[config.mk]
export PLATFORM = sky130hd
export DESIGN_NAME = hotp_truncate
export DESIGN_NICKNAME = d
export VERILOG_FILES = /design/src/rtl/hotp_truncate.sv
export SDC_FILE = /design/constraint.sdc
export NUM_CORES = 1
export LEC_CHECK = 0
export ABC_CLOCK_PERIOD_IN_PS = 7200
export CAP_MARGIN = 20
export CORE_ASPECT_RATIO = 1.4
export CORE_UTILIZATION = 43
export CTS_BUF_LIST = sky130_fd_sc_hd__clkbuf_4
export CTS_CLUSTER_DIAMETER = 40
export DETAILED_ROUTE_END_ITERATION = 7
export PLACE_DENSITY_LB_ADDON = 0.3
export SLEW_MARGIN = 10
export SYNTH_ARGS = -nofsm -noshare
export SYNTH_HDL_FRONTEND = slang
export SYNTH_SLANG_ARGS = --single-unit
[constraint.sdc]
create_clock -name clk -period 7.2 [get_ports clk]
set_clock_uncertainty 0.2 [all_clocks]
set_input_delay 0.72 -clock clk [delete_from_list [all_inputs] [get_ports clk]]
set_output_delay 0.72 -clock clk [all_outputs]
set_load 0.02 [all_outputs]
[src/rtl/hotp_truncate.sv]
// HOTP dynamic truncation, modulo 10^DIGITS reduction and BCD conversion of an HMAC-SHA1 digest.
// Optional ASCII digit output enabled by defining OTP_ASCII_EN.
module hotp_truncate #(
    parameter int unsigned DIGITS = 6
) (
    input  logic         clk,
    input  logic         reset,
    input  logic [159:0] hash,
    input  logic         start,
    output logic [26:0]  otp,
    output logic [31:0]  bcd,
`ifdef OTP_ASCII_EN
    output logic [63:0]  ascii,
`endif
    output logic         done
);

    if (DIGITS < 6 || DIGITS > 8) begin : g_bad_digits
        $error("hotp_truncate: DIGITS must be in 6..8");
    end

    localparam logic [27:0] Modulus = 28'(10 ** DIGITS);

    typedef enum logic [1:0] {StIdle, StTrunc, StMod, StBcd} state_e;

    state_e        state_q, state_d;
    logic [159:0]  hash_q;
    logic [30:0]   sbits_q;
    logic [27:0]   rem_q;
    logic [4:0]    count_q;
    logic [26:0]   remainder_q;
    logic [31:0]   dd_q;
    logic [26:0]   otp_q;
    logic [31:0]   bcd_q;
`ifdef OTP_ASCII_EN
    logic [63:0]   ascii_q;
    logic [63:0]   ascii_next;
`endif

    logic [7:0]    trunc_shamt;
    logic [30:0]   trunc_word;
    logic [27:0]   rem_shift;
    logic [27:0]   rem_next;
    logic [31:0]   dd_adj;
    logic [31:0]   dd_next;
    logic [31:0]   bcd_next;

    always_ff @(posedge clk or negedge reset) begin
        if (!reset) begin
            state_q <= StIdle;
        end else begin
            state_q <= state_d;
        end
    end

    always_comb begin
        state_d = state_q;
        unique case (state_q)
            StIdle:  if (start) state_d = StTrunc;
            StTrunc: state_d = StMod;
            StMod:   if (count_q == 5'd0) state_d = StBcd;
            StBcd:   if (count_q == 5'd0) state_d = StIdle;
            default: state_d = StIdle;
        endcase
    end

    // Byte[offset] sits at bits 159-8*offset; shift the 4-byte window down to bit 0.
    always_comb begin
        trunc_shamt = 8'd128 - {1'b0, hash_q[3:0], 3'b000};
        trunc_word  = 31'(hash_q >> trunc_shamt);
    end

    always_comb begin
        rem_shift = (rem_q << 1) | 28'(sbits_q[count_q]);
        rem_next  = (rem_shift >= Modulus) ? (rem_shift - Modulus) : rem_shift;
    end

    always_comb begin
        dd_adj = dd_q;
        for (int unsigned i = 0; i < 8; i++) begin
            if (dd_q[4*i +: 4] >= 4'd5) begin
                dd_adj[4*i +: 4] = dd_q[4*i +: 4] + 4'd3;
            end
        end
        dd_next = (dd_adj << 1) | 32'(remainder_q[count_q]);
    end

    always_comb begin
        bcd_next = '0;
`ifdef OTP_ASCII_EN
        ascii_next = '0;
`endif
        for (int unsigned i = 0; i < 8; i++) begin
            if (i < DIGITS) begin
                bcd_next[4*i +: 4] = dd_next[4*i +: 4];
`ifdef OTP_ASCII_EN
                ascii_next[8*i +: 8] = 8'h30 + {4'h0, dd_next[4*i +: 4]};
`endif
            end
        end
    end

    always_ff @(posedge clk or negedge reset) begin
        if (!reset) begin
            hash_q      <= '0;
            sbits_q     <= '0;
            rem_q       <= '0;
            count_q     <= '0;
            remainder_q <= '0;
            dd_q        <= '0;
            otp_q       <= '0;
            bcd_q       <= '0;
`ifdef OTP_ASCII_EN
            ascii_q     <= '0;
`endif
        end else begin
            unique case (state_q)
                StIdle: begin
                    if (start) hash_q <= hash;
                end
                StTrunc: begin
                    sbits_q <= trunc_word;
                    rem_q   <= '0;
                    count_q <= 5'd30;
                end
                StMod: begin
                    rem_q   <= rem_next;
                    count_q <= count_q - 5'd1;
                    if (count_q == 5'd0) begin
                        remainder_q <= rem_next[26:0];
                        dd_q        <= '0;
                        count_q     <= 5'd26;
                    end
                end
                StBcd: begin
                    dd_q    <= dd_next;
                    count_q <= count_q - 5'd1;
                    if (count_q == 5'd0) begin
                        otp_q <= remainder_q;
                        bcd_q <= bcd_next;
`ifdef OTP_ASCII_EN
                        ascii_q <= ascii_next;
`endif
                    end
                end
                default: ;
            endcase
        end
    end

    assign otp  = otp_q;
    assign bcd  = bcd_q;
    assign done = (state_q == StIdle);
`ifdef OTP_ASCII_EN
    assign ascii = ascii_q;
`endif

endmodule
==> flow_metrics.env, run 1 <==
export IMPL_outcome="finished clean"
export IMPL_post_cts_setup_buffers=0
export IMPL_dr_pass1_iters=8
export IMPL_worst_endpoint_required_ps=7650
export IMPL_worst_setup_path_type="register to register"
export IMPL_grt_setup_unrepaired="false"
export IMPL_cts_htree_levels=3
export IMPL_synth_yosys_seq_area_share_pct=44.9
export IMPL_proportion_of_layout_cells_with_a_drive_suffix_above_1_pct=25.6
export IMPL_synth_top_area_cell="sky130_fd_sc_hd__dfrtp_1"
export IMPL_mappedNetlistArea_um2=18200
export IMPL_totalWireLength_mm=43.7
export IMPL_detailroute_via_count=13400
export IMPL_detail_route_iter0_violations=865
export IMPL_final_instance_area_um2=21700
export IMPL_detailed_place_area_um2=20700
export IMPL_timing_hold_ws_ps=279
export IMPL_post_dp_hpwl_mm=31.1
export IMPL_number_of_global_route_vias_before_repair=13800
export IMPL_synthTopCellsByCount="sky130_fd_sc_hd__dfrtp_1, sky130_fd_sc_hd__mux2_2, sky130_fd_sc_hd__nand2_1, sky130_fd_sc_hd__mux2i_1, sky130_fd_sc_hd__mux4_2"
export IMPL_clkPwrFrac_pct=43.5
export IMPL_worst_hold_path_num_cells=2
export IMPL_power_per_cell_area_nw_per_um2=161
export IMPL_cp_data_arrival_time_ps=5330
export IMPL_timing_critical_path_slowest_stage_cell="sky130_fd_sc_hd__dfrtp_4"
export IMPL_worst_setup_hold_path_clk_slew_ps=60
export IMPL_area_growth_pct=18.9
export IMPL_postSynthRegisterBits=327
export IMPL_syn_inst=1551
export IMPL_floorplan_core_area_um2=41500
export IMPL_nNetsFinal=1938
export IMPL_dpl_cell_count=2207
export IMPL_drc=0
export IMPL_tightestPinTransition_ps=1030
export IMPL_crit_cells=9
export IMPL_post_synth_cell_area_avg_um2=11.8
export IMPL_boundaryPins=223
export IMPL_synth_cell_types=74
export IMPL_initial_antenna_violation_count=1
export IMPL_slew_limit_headroom_pct=31.3
export IMPL_track_usage_pct=21.0
export IMPL_finalSetupTns_ps=0
export IMPL_hold_violations=0
export IMPL_vdd_drop_max_mv=0.123
export IMPL_buffer_type_at_the_clock_tree_root="sky130_fd_sc_hd__clkbuf_4"
export IMPL_critical_path_reg2reg_endpoint="sbits_q[15]$_DFFE_PN0N_"
export IMPL_maximum_clock_rate_mhz=205
export IMPL_power_total_mw=3.49
export IMPL_clock_tree_from_tritoncts="yes"
export IMPL_setup_violations=0
export IMPL_io_buffers=214
export IMPL_min_delay_worst_endpoint="bcd[12]$_DFFE_PN0P_"
export IMPL_die_area_um2=43200
export IMPL_overflow=0
export IMPL_post_synth_main_area_contributors="sky130_fd_sc_hd__dfrtp_1, sky130_fd_sc_hd__mux2_2, sky130_fd_sc_hd__mux4_2, sky130_fd_sc_hd__mux2i_1, sky130_fd_sc_hd__nand2_1"
export IMPL_p_seq_share_pct=52.7
export IMPL_start_kind="register"
export IMPL_fillers=3664
export IMPL_post_layout_nonfiller_instances=2341
export IMPL_cap_violations=0
export IMPL_row_count=88
export IMPL_synth_warning_count=0
export IMPL_cp_end_kind="register"
export IMPL_grt_first_pass_wirelength_mm=72.2
export IMPL_clock_path_buffers=3
export IMPL_combinationalPowerShare_pct=3.8
export IMPL_critPathBufInv=2
export IMPL_critPathTopFamily="buffers and inverters"
export IMPL_cts_sinks=327
export IMPL_avgViaCountPerCell=5.71
export IMPL_reg2reg_slack_ps=2330
export IMPL_ys_flop_type="sky130_fd_sc_hd__dfrtp_1"
export IMPL_cell_internal_pwr_mw=2.68
export IMPL_globalplace_congestion=0.866
export IMPL_register_to_register_path_depth=9
export IMPL_pleak_nw=9.34
export IMPL_largest_net_degree_at_the_start_of_global_routing=144
export IMPL_synth_async_sr_flop_share_pct=100
export IMPL_start_util_pct=43.9
export IMPL_die_w_um=176
export IMPL_yosys_cell_count_top_type="sky130_fd_sc_hd__dfrtp_1"
export IMPL_p_sw_share_pct=23.1
export IMPL_slew_violations=0
export IMPL_hold_path_startpoint="bcd[12]$_DFFE_PN0P_"
export IMPL_detail_route_wl_per_cell_um=18.7
export IMPL_cts_made_buffers=84
export IMPL_synth_top_cell_area_share_pct=44.9
export IMPL_worst_hold_path_type="register to register"
export IMPL_fp_dieH_um=246
export IMPL_synth_edf_count=0
export IMPL_critical_path_peak_fanout=78
export IMPL_cpPeakStageDelay_ps=1080
export IMPL_period_minus_slack_ps=4870
export IMPL_post_route_period_util_pct=67.7
export IMPL_beginning_of_the_worst_register_to_register_path="hash_q[0]$_DFFE_PN0P_"
export IMPL_p_sw_uw=805
export IMPL_detail_route_antenna_nets=0
export IMPL_worstPathCellList="clkinv_1 -> ha_2 -> buf_4 -> mux4_2 -> and2_1 -> a211oi_1 -> a211oi_1 -> a21oi_1 -> a21oi_1"
export IMPL_latest_clock_arrival_within_the_worst_skew_pair_ps=790
## power groups by stage
stage	logic (mW)	clock network, mW	registers (mW)
2_1_floorplan	0.00792	0	1.87
3_3_place_gp	0.138	0	1.87
3_5_place_dp	0.138	0	1.87
4_1_cts	0.139	1.58	1.84
5_1_grt	0.147	1.68	1.84
6_report	0.134	1.52	1.84
## cells by family (layout without fill, tap and decap cells)
| group | count (synthesis) | after routing | synth area share, % |
|---|---|---|---|
| other | 1 | 9 | 0.0206 |
| adder cells (fa/ha/maj) | 22 | 22 | 1.50 |
| AO/OA/AOI/OAI | 296 | 296 | 10.1 |
| flip-flops | 327 | 327 | 44.9 |
| buffers and inverters | 166 | 408 | 4.10 |
| multiplexers | 405 | 405 | 30.1 |
| AND/OR/NAND/NOR | 317 | 317 | 8.28 |
| XOR/XNOR | 17 | 17 | 0.920 |
## how the worst max path moves through the flow
stage                               to                  start  slack, ps
2_1_floorplan  sbits_q[17]$_DFFE_PN0N_  hash_q[0]$_DFFE_PN0P_       3860
3_3_place_gp    sbits_q[1]$_DFFE_PN0N_  hash_q[0]$_DFFE_PN0P_       2370
3_5_place_dp   sbits_q[15]$_DFFE_PN0N_  hash_q[0]$_DFFE_PN0P_       2290
4_1_cts        sbits_q[15]$_DFFE_PN0N_  hash_q[0]$_DFFE_PN0P_       2280
5_1_grt        sbits_q[15]$_DFFE_PN0N_  hash_q[0]$_DFFE_PN0P_       1910
6_report       sbits_q[15]$_DFFE_PN0N_  hash_q[0]$_DFFE_PN0P_       2330
## cell usage in the layout (no fill, tap or decap), types with 19 or more instances in the layout
| cell | count |
|---|---|
| sky130_fd_sc_hd__nor2_1 | 68 |
| sky130_fd_sc_hd__mux2i_1 | 113 |
| sky130_fd_sc_hd__o21ai_0 | 93 |
| sky130_fd_sc_hd__dfrtp_1 | 326 |
| sky130_fd_sc_hd__ha_1 | 19 |
| sky130_fd_sc_hd__nand2_1 | 125 |
| sky130_fd_sc_hd__clkbuf_4 | 115 |
| sky130_fd_sc_hd__clkdlybuf4s50_1 | 213 |
| sky130_fd_sc_hd__nand3_1 | 19 |
| sky130_fd_sc_hd__mux4_2 | 95 |
| sky130_fd_sc_hd__a211oi_1 | 22 |
| sky130_fd_sc_hd__a21oi_1 | 66 |
| sky130_fd_sc_hd__mux2_2 | 194 |
| sky130_fd_sc_hd__inv_1 | 43 |
## cell type report
cell class                      instances  area (um2)  area share (%)
Multi-Input combinational cell       1065        9360            43.2
Inverter                               44         165           0.762
Timing Repair Buffer                  232        2300            10.6
Clock inverter                         17         109           0.503
Tap cell                              540         676            3.12
Clock buffer                          115         863            3.99
Sequential cell                       327        8190            37.8
Antenna cell                            1        2.50          0.0116
## through the flow
stage	worst slack (ps)	utilization, %
global route	1910	52.2
finish	2330	52.2
CTS	2280	52.2
global placement	2370	49.8
floorplan	3860	-
detailed placement	2290	49.8
## worst min-delay path, delay by kind of cell, from the launching register on
family / cells / cell delay, ps
AOI/OAI and AO/OA: 1 / 60
DFF: 1 / 340
and+or+nand+nor: 1 / 40
## sequential cells by signal (all words and copies together), names as in the netlist, 5 cells and up
| register | cells |
|---|---|
| dd_q | 24 |
| rem_q | 27 |
| sbits_q | 31 |
| bcd | 24 |
| otp | 27 |
| count_q | 5 |
| hash_q | 160 |
| remainder_q | 27 |
## timing repair
item / CTS / global route
hold buffers: 1 / 0
endpoints found under the hold margin: 115 / 0
gates resized for setup: 0 / 0
## routing by layer
| layer | vias up | part of all wire (%) | track usage (%) |
|---|---|---|---|
| li1 | 6168 | - | - |
| met1 | 6617 | 41 | 26.2 |
| met2 | 479 | 50 | 35.4 |
| met3 | 93 | 5.6 | 3.91 |
| met4 | 0 | 2.9 | 9.26 |
| met5 | - | 0 | 0 |
No activity file was read; power rests on OpenSTA's default activity.
==> inputs of run 2 (changes only) <==
Settings changed: ABC_CLOCK_PERIOD_IN_PS 7200 to 4400.
Clock period 7.2 ns to 4.4 ns, I/O delays scaled along.
==> run 2 against run 1 <==
Against the previous run: global-route usage rose by 0.35 points; critical path type unchanged; register-to-register slack got worse by 1400 ps; final cell count up 2.3%; power up 68%; clock power up 70%; worst setup slack got worse by 1400 ps; largest cell class unchanged; final area up 2.5%; sequential share of layout area shrank 0.92 points; combinational power up 87%; hold slack worse by 230 ps; fmax up 40%; critical path depth is 1 higher.
==> flow_metrics.env, run 2 (synthesis results as in run 1) <==
export IMPL_p_sw_mw=1.35
export IMPL_worst_setup_hold_path_clk_slew_ps=70
export IMPL_critical_path_reg2reg_endpoint="sbits_q[8]$_DFFE_PN0N_"
export IMPL_slew_violations=0
export IMPL_cp_data_arrival_time_ps=3920
export IMPL_totalWireLength_mm=44.7
export IMPL_outcome="finished clean"
export IMPL_power_per_cell_area_nw_per_um2=263
export IMPL_start_util_pct=43.9
export IMPL_detail_route_wl_per_cell_um=18.7
export IMPL_mostFrequentLayoutCells="sky130_fd_sc_hd__dfrtp_1, sky130_fd_sc_hd__clkdlybuf4s50_1, sky130_fd_sc_hd__mux2_2"
export IMPL_combinationalPowerShare_pct=4.3
export IMPL_final_instance_area_um2=22200
export IMPL_post_place_ws_ps=940
export IMPL_fp_dieH_um=246
export IMPL_area_growth_pct=21.8
export IMPL_cts_htree_levels=3
export IMPL_detailed_place_area_um2=20800
export IMPL_number_of_global_route_vias_before_repair=13800
export IMPL_nNetsFinal=1984
export IMPL_die_area_um2=43200
export IMPL_beginning_of_the_worst_register_to_register_path="hash_q[0]$_DFFE_PN0P_"
export IMPL_worst_setup_path_type="register to register"
export IMPL_start_kind="register"
export IMPL_detail_route_iter0_violations=872
export IMPL_post_route_period_util_pct=79.0
export IMPL_largest_register_by_flop_count="hash_q"
export IMPL_detail_route_antenna_nets=0
export IMPL_initial_antenna_violation_count=1
export IMPL_hold_violations=0
export IMPL_period_minus_slack_ps=3480
export IMPL_finalSetupTns_ps=0
export IMPL_cell_internal_pwr_mw=4.50
export IMPL_layout_top_registers="hash_q x160, sbits_q x31"
export IMPL_ff_latch_area_um2=8190
export IMPL_register_to_register_path_depth=10
export IMPL_postCtsResizedCells=0
export IMPL_grt_first_pass_wirelength_mm=73.4
export IMPL_die_w_um=176
export IMPL_boundaryPins=223
export IMPL_floorplan_core_area_um2=41500
export IMPL_largest_net_degree_at_the_start_of_global_routing=110
export IMPL_avgViaCountPerCell=5.67
export IMPL_largest_reg_flops=160
export IMPL_globalplace_congestion=0.870
export IMPL_maximum_clock_rate_mhz=288
export IMPL_slew_limit_headroom_pct=32.7
export IMPL_p_seq_share_pct=51.4
export IMPL_row_count=88
export IMPL_proportion_of_layout_cells_with_a_drive_suffix_above_1_pct=25.6
export IMPL_pleak_nw=9.59
export IMPL_io_buffers=214
export IMPL_cts_sinks=327
export IMPL_post_dp_hpwl_mm=32.1
export IMPL_clock_path_buffers=3
export IMPL_critical_path_peak_fanout=20
export IMPL_cap_violations=0
export IMPL_latest_clock_arrival_within_the_worst_skew_pair_ps=800
export IMPL_dr_pass1_iters=5
export IMPL_reg2reg_slack_ps=920
export IMPL_vdd_drop_max_mv=0.179
export IMPL_cts_made_buffers=85
export IMPL_p_sw_share_pct=23.0
export IMPL_post_route_worst_setup_slack_ps=922
export IMPL_overflow=0
export IMPL_tightestPinTransition_ps=1010
export IMPL_clock_tree_from_tritoncts="yes"
export IMPL_grt_setup_unrepaired="false"
export IMPL_fillers=3607
export IMPL_detailroute_via_count=13600
export IMPL_worst_endpoint_required_ps=4850
export IMPL_power_total_mw=5.85
export IMPL_setup_violations=0
export IMPL_track_usage_pct=21.4
export IMPL_cp_end_kind="register"
export IMPL_final_common_cell="sky130_fd_sc_hd__dfrtp_1"
export IMPL_clkPwrFrac_pct=44.3
export IMPL_drc=0
export IMPL_buffer_type_at_the_clock_tree_root="sky130_fd_sc_hd__clkbuf_4"
export IMPL_worst_hold_path_type="primary input to async pin"
export IMPL_multiInputGateArea_um2=9360
run 2: cell count changes in the layout (fill, tap and decap cells not counted), moves of 2 or more:
cell	delta
sky130_fd_sc_hd__buf_12	+4
sky130_fd_sc_hd__clkinv_1	+7
sky130_fd_sc_hd__clkbuf_4	+2
sky130_fd_sc_hd__buf_4	+7
sky130_fd_sc_hd__dlygate4sd3_1	+34
run 2: power by group through the flow:
stage                     sequential [mW]  combinational, mW  clock (mW)
final                                3.01              0.250        2.59
after global placement               3.06              0.230           0
after floorplan                      3.06             0.0130           0
after global routing                 3.00              0.273        2.84
after detailed placement             3.06              0.231           0
after CTS                            3.01              0.256        2.69
run 2: worst max-delay path by stage:
stage	depth (start not counted)	slack, ps	start	endpoint
2_1_floorplan	12	1060	hash_q[0]$_DFFE_PN0P_	sbits_q[17]$_DFFE_PN0N_
3_3_place_gp	11	1040	hash_q[0]$_DFFE_PN0P_	sbits_q[8]$_DFFE_PN0N_
3_5_place_dp	7	940	count_q[1]$_DFFE_PN0P_	bcd[19]$_DFFE_PN0P_
4_1_cts	7	910	count_q[1]$_DFFE_PN0P_	bcd[19]$_DFFE_PN0P_
5_1_grt	10	770	hash_q[0]$_DFFE_PN0P_	sbits_q[20]$_DFFE_PN0N_
6_report	10	920	hash_q[0]$_DFFE_PN0P_	sbits_q[8]$_DFFE_PN0N_
run 2: worst max-delay path: stages (launching register included):
cell,delay (ps)
sky130_fd_sc_hd__dfrtp_4,420
sky130_fd_sc_hd__clkinv_1,60
sky130_fd_sc_hd__buf_4,200
sky130_fd_sc_hd__ha_2,270
sky130_fd_sc_hd__xnor2_4,620
sky130_fd_sc_hd__buf_4,340
sky130_fd_sc_hd__mux2i_1,330
sky130_fd_sc_hd__mux2i_1,150
sky130_fd_sc_hd__mux4_2,460
sky130_fd_sc_hd__a22oi_1,190
sky130_fd_sc_hd__a21oi_1,90
run 2: repair_timing:
| action | 4_1_cts | 5_1_grt |
|---|---|---|
| hold buffers | 35 | 0 |
| buffers inserted | 0 | 0 |
| endpoints found under the hold margin | 117 | 0 |
run 2: layout make-up:
type	count	area share, %
inverter	44	0.744
clock inverter	25	0.721
clock buffer	117	3.96
antenna	1	0.0113
timing repair buffer	277	12.5
sequential	327	36.9
multi-input combinational	1065	42.2
tap	540	3.04
run 2: metal layers:
| layer | track usage (%) | vias to the layer above | routed length (um) |
|---|---|---|---|
| met4 | 9.39 | 0 | 1380 |
| met3 | 3.51 | 91 | 2410 |
| met1 | 27.3 | 6736 | 18600 |
| li1 | - | 6285 | - |
| met5 | 0 | - | 0 |
| met2 | 35.6 | 475 | 22300 |
run 2: through the flow:
step	hold slack [ps]	cells	util (%)
6_report	54.0	2396	53.5
3_5_place_dp	270	2217	50.1
2_1_floorplan	-55.6	1558	-
5_1_grt	33.4	2396	53.5
4_1_cts	0.701	2394	53.4
3_3_place_gp	262	2217	50.1
==> inputs of run 3 (changes only) <==
Settings changed: ABC_CLOCK_PERIOD_IN_PS 4400 to 2900.
Clock period 4.4 ns to 2.9 ns, I/O delays scaled along.
==> run 3 against run 2 <==
Against the previous run: register-to-register slack got worse by 800 ps; sequential share of layout area decreased by 2.6 points; global-route usage is 1.3 points higher; clock-buffer cell count shrank 1; highest routed layer is now met5; first-iteration DRC count down 3.9%.
==> flow_metrics.env, run 3 (synthesis results as in run 1) <==
export IMPL_detail_route_antenna_nets=0
export IMPL_slew_limit_headroom_pct=52.6
export IMPL_clock_path_buffers=3
export IMPL_cp_data_arrival_time_ps=3230
export IMPL_number_of_global_route_vias_before_repair=14800
export IMPL_cts_htree_levels=3
export IMPL_register_to_register_path_depth=8
export IMPL_nNetsFinal=2146
export IMPL_detailroute_via_count=14200
export IMPL_post_route_period_util_pct=95.8
export IMPL_worst_hold_path_type="primary input to register"
export IMPL_cp_end_kind="register"
export IMPL_post_place_ws_ps=66.0
export IMPL_cts_made_buffers=84
export IMPL_boundaryPins=223
export IMPL_buffer_type_at_the_clock_tree_root="sky130_fd_sc_hd__clkbuf_4"
export IMPL_period_minus_slack_ps=2780
export IMPL_beginning_of_the_worst_register_to_register_path="hash_q[0]$_DFFE_PN0P_"
export IMPL_grt_first_pass_wirelength_mm=78.0
export IMPL_die_w_um=176
export IMPL_dpl_cell_count=2254
export IMPL_min_delay_worst_endpoint="state_q[0]$_DFFE_PN0P_"
export IMPL_power_per_cell_area_nw_per_um2=372
export IMPL_clock_tree_from_tritoncts="yes"
export IMPL_totalWireLength_mm=47.5
export IMPL_vdd_drop_max_mv=0.255
export IMPL_largest_register_by_flop_count="hash_q"
export IMPL_timing_critical_path_slowest_stage_cell="sky130_fd_sc_hd__mux4_2"
export IMPL_mostFrequentLayoutCells="sky130_fd_sc_hd__dfrtp_1, sky130_fd_sc_hd__clkdlybuf4s50_1, sky130_fd_sc_hd__mux2_2"
export IMPL_finalSetupTns_ps=0
export IMPL_tightestPinTransition_ps=711
export IMPL_row_count=88
export IMPL_track_usage_pct=22.7
export IMPL_proportion_of_layout_cells_with_a_drive_suffix_above_1_pct=25.6
export IMPL_final_common_cell="sky130_fd_sc_hd__dfrtp_1"
export IMPL_globalplace_congestion=0.913
export IMPL_crit_path_frequent_cell="sky130_fd_sc_hd__mux4_2"
export IMPL_drc=0
export IMPL_slew_violations=0
export IMPL_reg2reg_slack_ps=120
export IMPL_start_util_pct=43.9
export IMPL_die_area_um2=43200
export IMPL_pleak_nw=10.3
export IMPL_largest_reg_flops=160
export IMPL_maximum_clock_rate_mhz=360
export IMPL_critPathTopFamily="multiplexers"
export IMPL_timing_hold_ws_ps=184
export IMPL_layout_top_registers="hash_q x160, sbits_q x31"
export IMPL_io_buffers=214
export IMPL_worst_endpoint_required_ps=3350
export IMPL_start_kind="register"
export IMPL_post_layout_nonfiller_instances=2561
export IMPL_dr_pass1_iters=5
export IMPL_worst_hold_path_num_cells=3
export IMPL_latest_clock_arrival_within_the_worst_skew_pair_ps=820
export IMPL_grt_setup_unrepaired="true"
export IMPL_cap_violations=0
export IMPL_overflow=0
export IMPL_post_dp_hpwl_mm=32.9
export IMPL_floorplan_core_area_um2=41500
export IMPL_setup_violations=0
export IMPL_detail_route_iter0_violations=838
export IMPL_area_growth_pct=31.1
export IMPL_power_total_mw=8.89
export IMPL_worstPathCellList="clkinv_4 -> ha_4 -> xnor2_4 -> buf_12 -> mux4_2 -> mux4_2 -> a22oi_1 -> a21oi_1"
export IMPL_worst_setup_hold_path_clk_slew_ps=70
export IMPL_post_route_worst_setup_slack_ps=121
export IMPL_critical_path_peak_fanout=51
export IMPL_initial_antenna_violation_count=2
export IMPL_avgViaCountPerCell=5.55
export IMPL_outcome="finished clean"
export IMPL_detail_route_wl_per_cell_um=18.6
export IMPL_critical_path_reg2reg_endpoint="sbits_q[25]$_DFFE_PN0N_"
export IMPL_hold_violations=0
export IMPL_hold_path_startpoint="start"
export IMPL_cpPeakStageDelay_ps=480
export IMPL_worst_setup_path_type="register to register"
export IMPL_largest_net_degree_at_the_start_of_global_routing=85
export IMPL_critPathBufInv=2
export IMPL_cts_sinks=327
export IMPL_fp_dieH_um=246
[run 3: cell count changes in the layout (fill, tap and decap cells not counted), sizes merged]
cell and delta:
buf +36, bufinv -2, clkbuf -1, clkdlybuf4s50 -1
clkinv +4, clkinvlp +2, dlygate4sd3 +127, dlymetal6s2s +1
inv -1
[run 3: layer usage]
metal / global-route usage, % / routed length [um] / up-vias
li1: - / - / 6598
met1: 27.4 / 19200 / 7049
met2: 40.1 / 24800 / 486
met3: 3.77 / 2330 / 89
met4: 8.98 / 1220 / 2
met5: 0 / 12 / -
[run 3: layout make-up]
type | count | area (um2)
timing repair buffer | 440 | 4440
antenna | 1 | 2.50
clock inverter | 28 | 126
sequential | 327 | 8190
clock buffer | 116 | 871
multi-input combinational | 1065 | 9410
inverter | 44 | 170
tap | 540 | 676
fill | 3357 | 17600
[run 3: power by group]
group          leakage, nW  switching [mW]  internal [mW]
combinational         5.19           0.182          0.349
sequential            4.55               0           4.56
clock                0.589            1.95           1.85
[run 3: timing repair]
action / in CTS / in global routing
resized for setup: 0 / 12
endpoints found under the hold margin: 487 / 0
buffers inserted: 0 / 0
endpoints found under the setup margin: 0 / 20
hold buffers: 162 / 0
[run 3: tightest hold or removal path, stage by stage]
cell and delay [ps]:
sky130_fd_sc_hd__clkdlybuf4s50_1 460, sky130_fd_sc_hd__o22ai_1 240, sky130_fd_sc_hd__a21oi_1 110
[run 3: how the worst max path moves through the flow]
| stage | start | end | depth (start not counted) |
|---|---|---|---|
| finish | hash_q[0]$_DFFE_PN0P_ | sbits_q[25]$_DFFE_PN0N_ | 8 |
| global route | hash_q[0]$_DFFE_PN0P_ | sbits_q[5]$_DFFE_PN0N_ | 10 |
| CTS | hash_q[0]$_DFFE_PN0P_ | sbits_q[5]$_DFFE_PN0N_ | 9 |
| detailed placement | hash_q[0]$_DFFE_PN0P_ | sbits_q[5]$_DFFE_PN0N_ | 9 |
| global placement | hash_q[0]$_DFFE_PN0P_ | sbits_q[5]$_DFFE_PN0N_ | 10 |
| floorplan | hash_q[0]$_DFFE_PN0P_ | sbits_q[19]$_DFFE_PN0N_ | 12 |
[run 3: per-stage QoR]
step,utilization [%],cell area [um2]
after CTS,57.4,23800
after detailed placement,51.1,21200
after floorplan,-,18300
after global routing,57.5,23900
after global placement,51.1,21200
final,57.5,23900
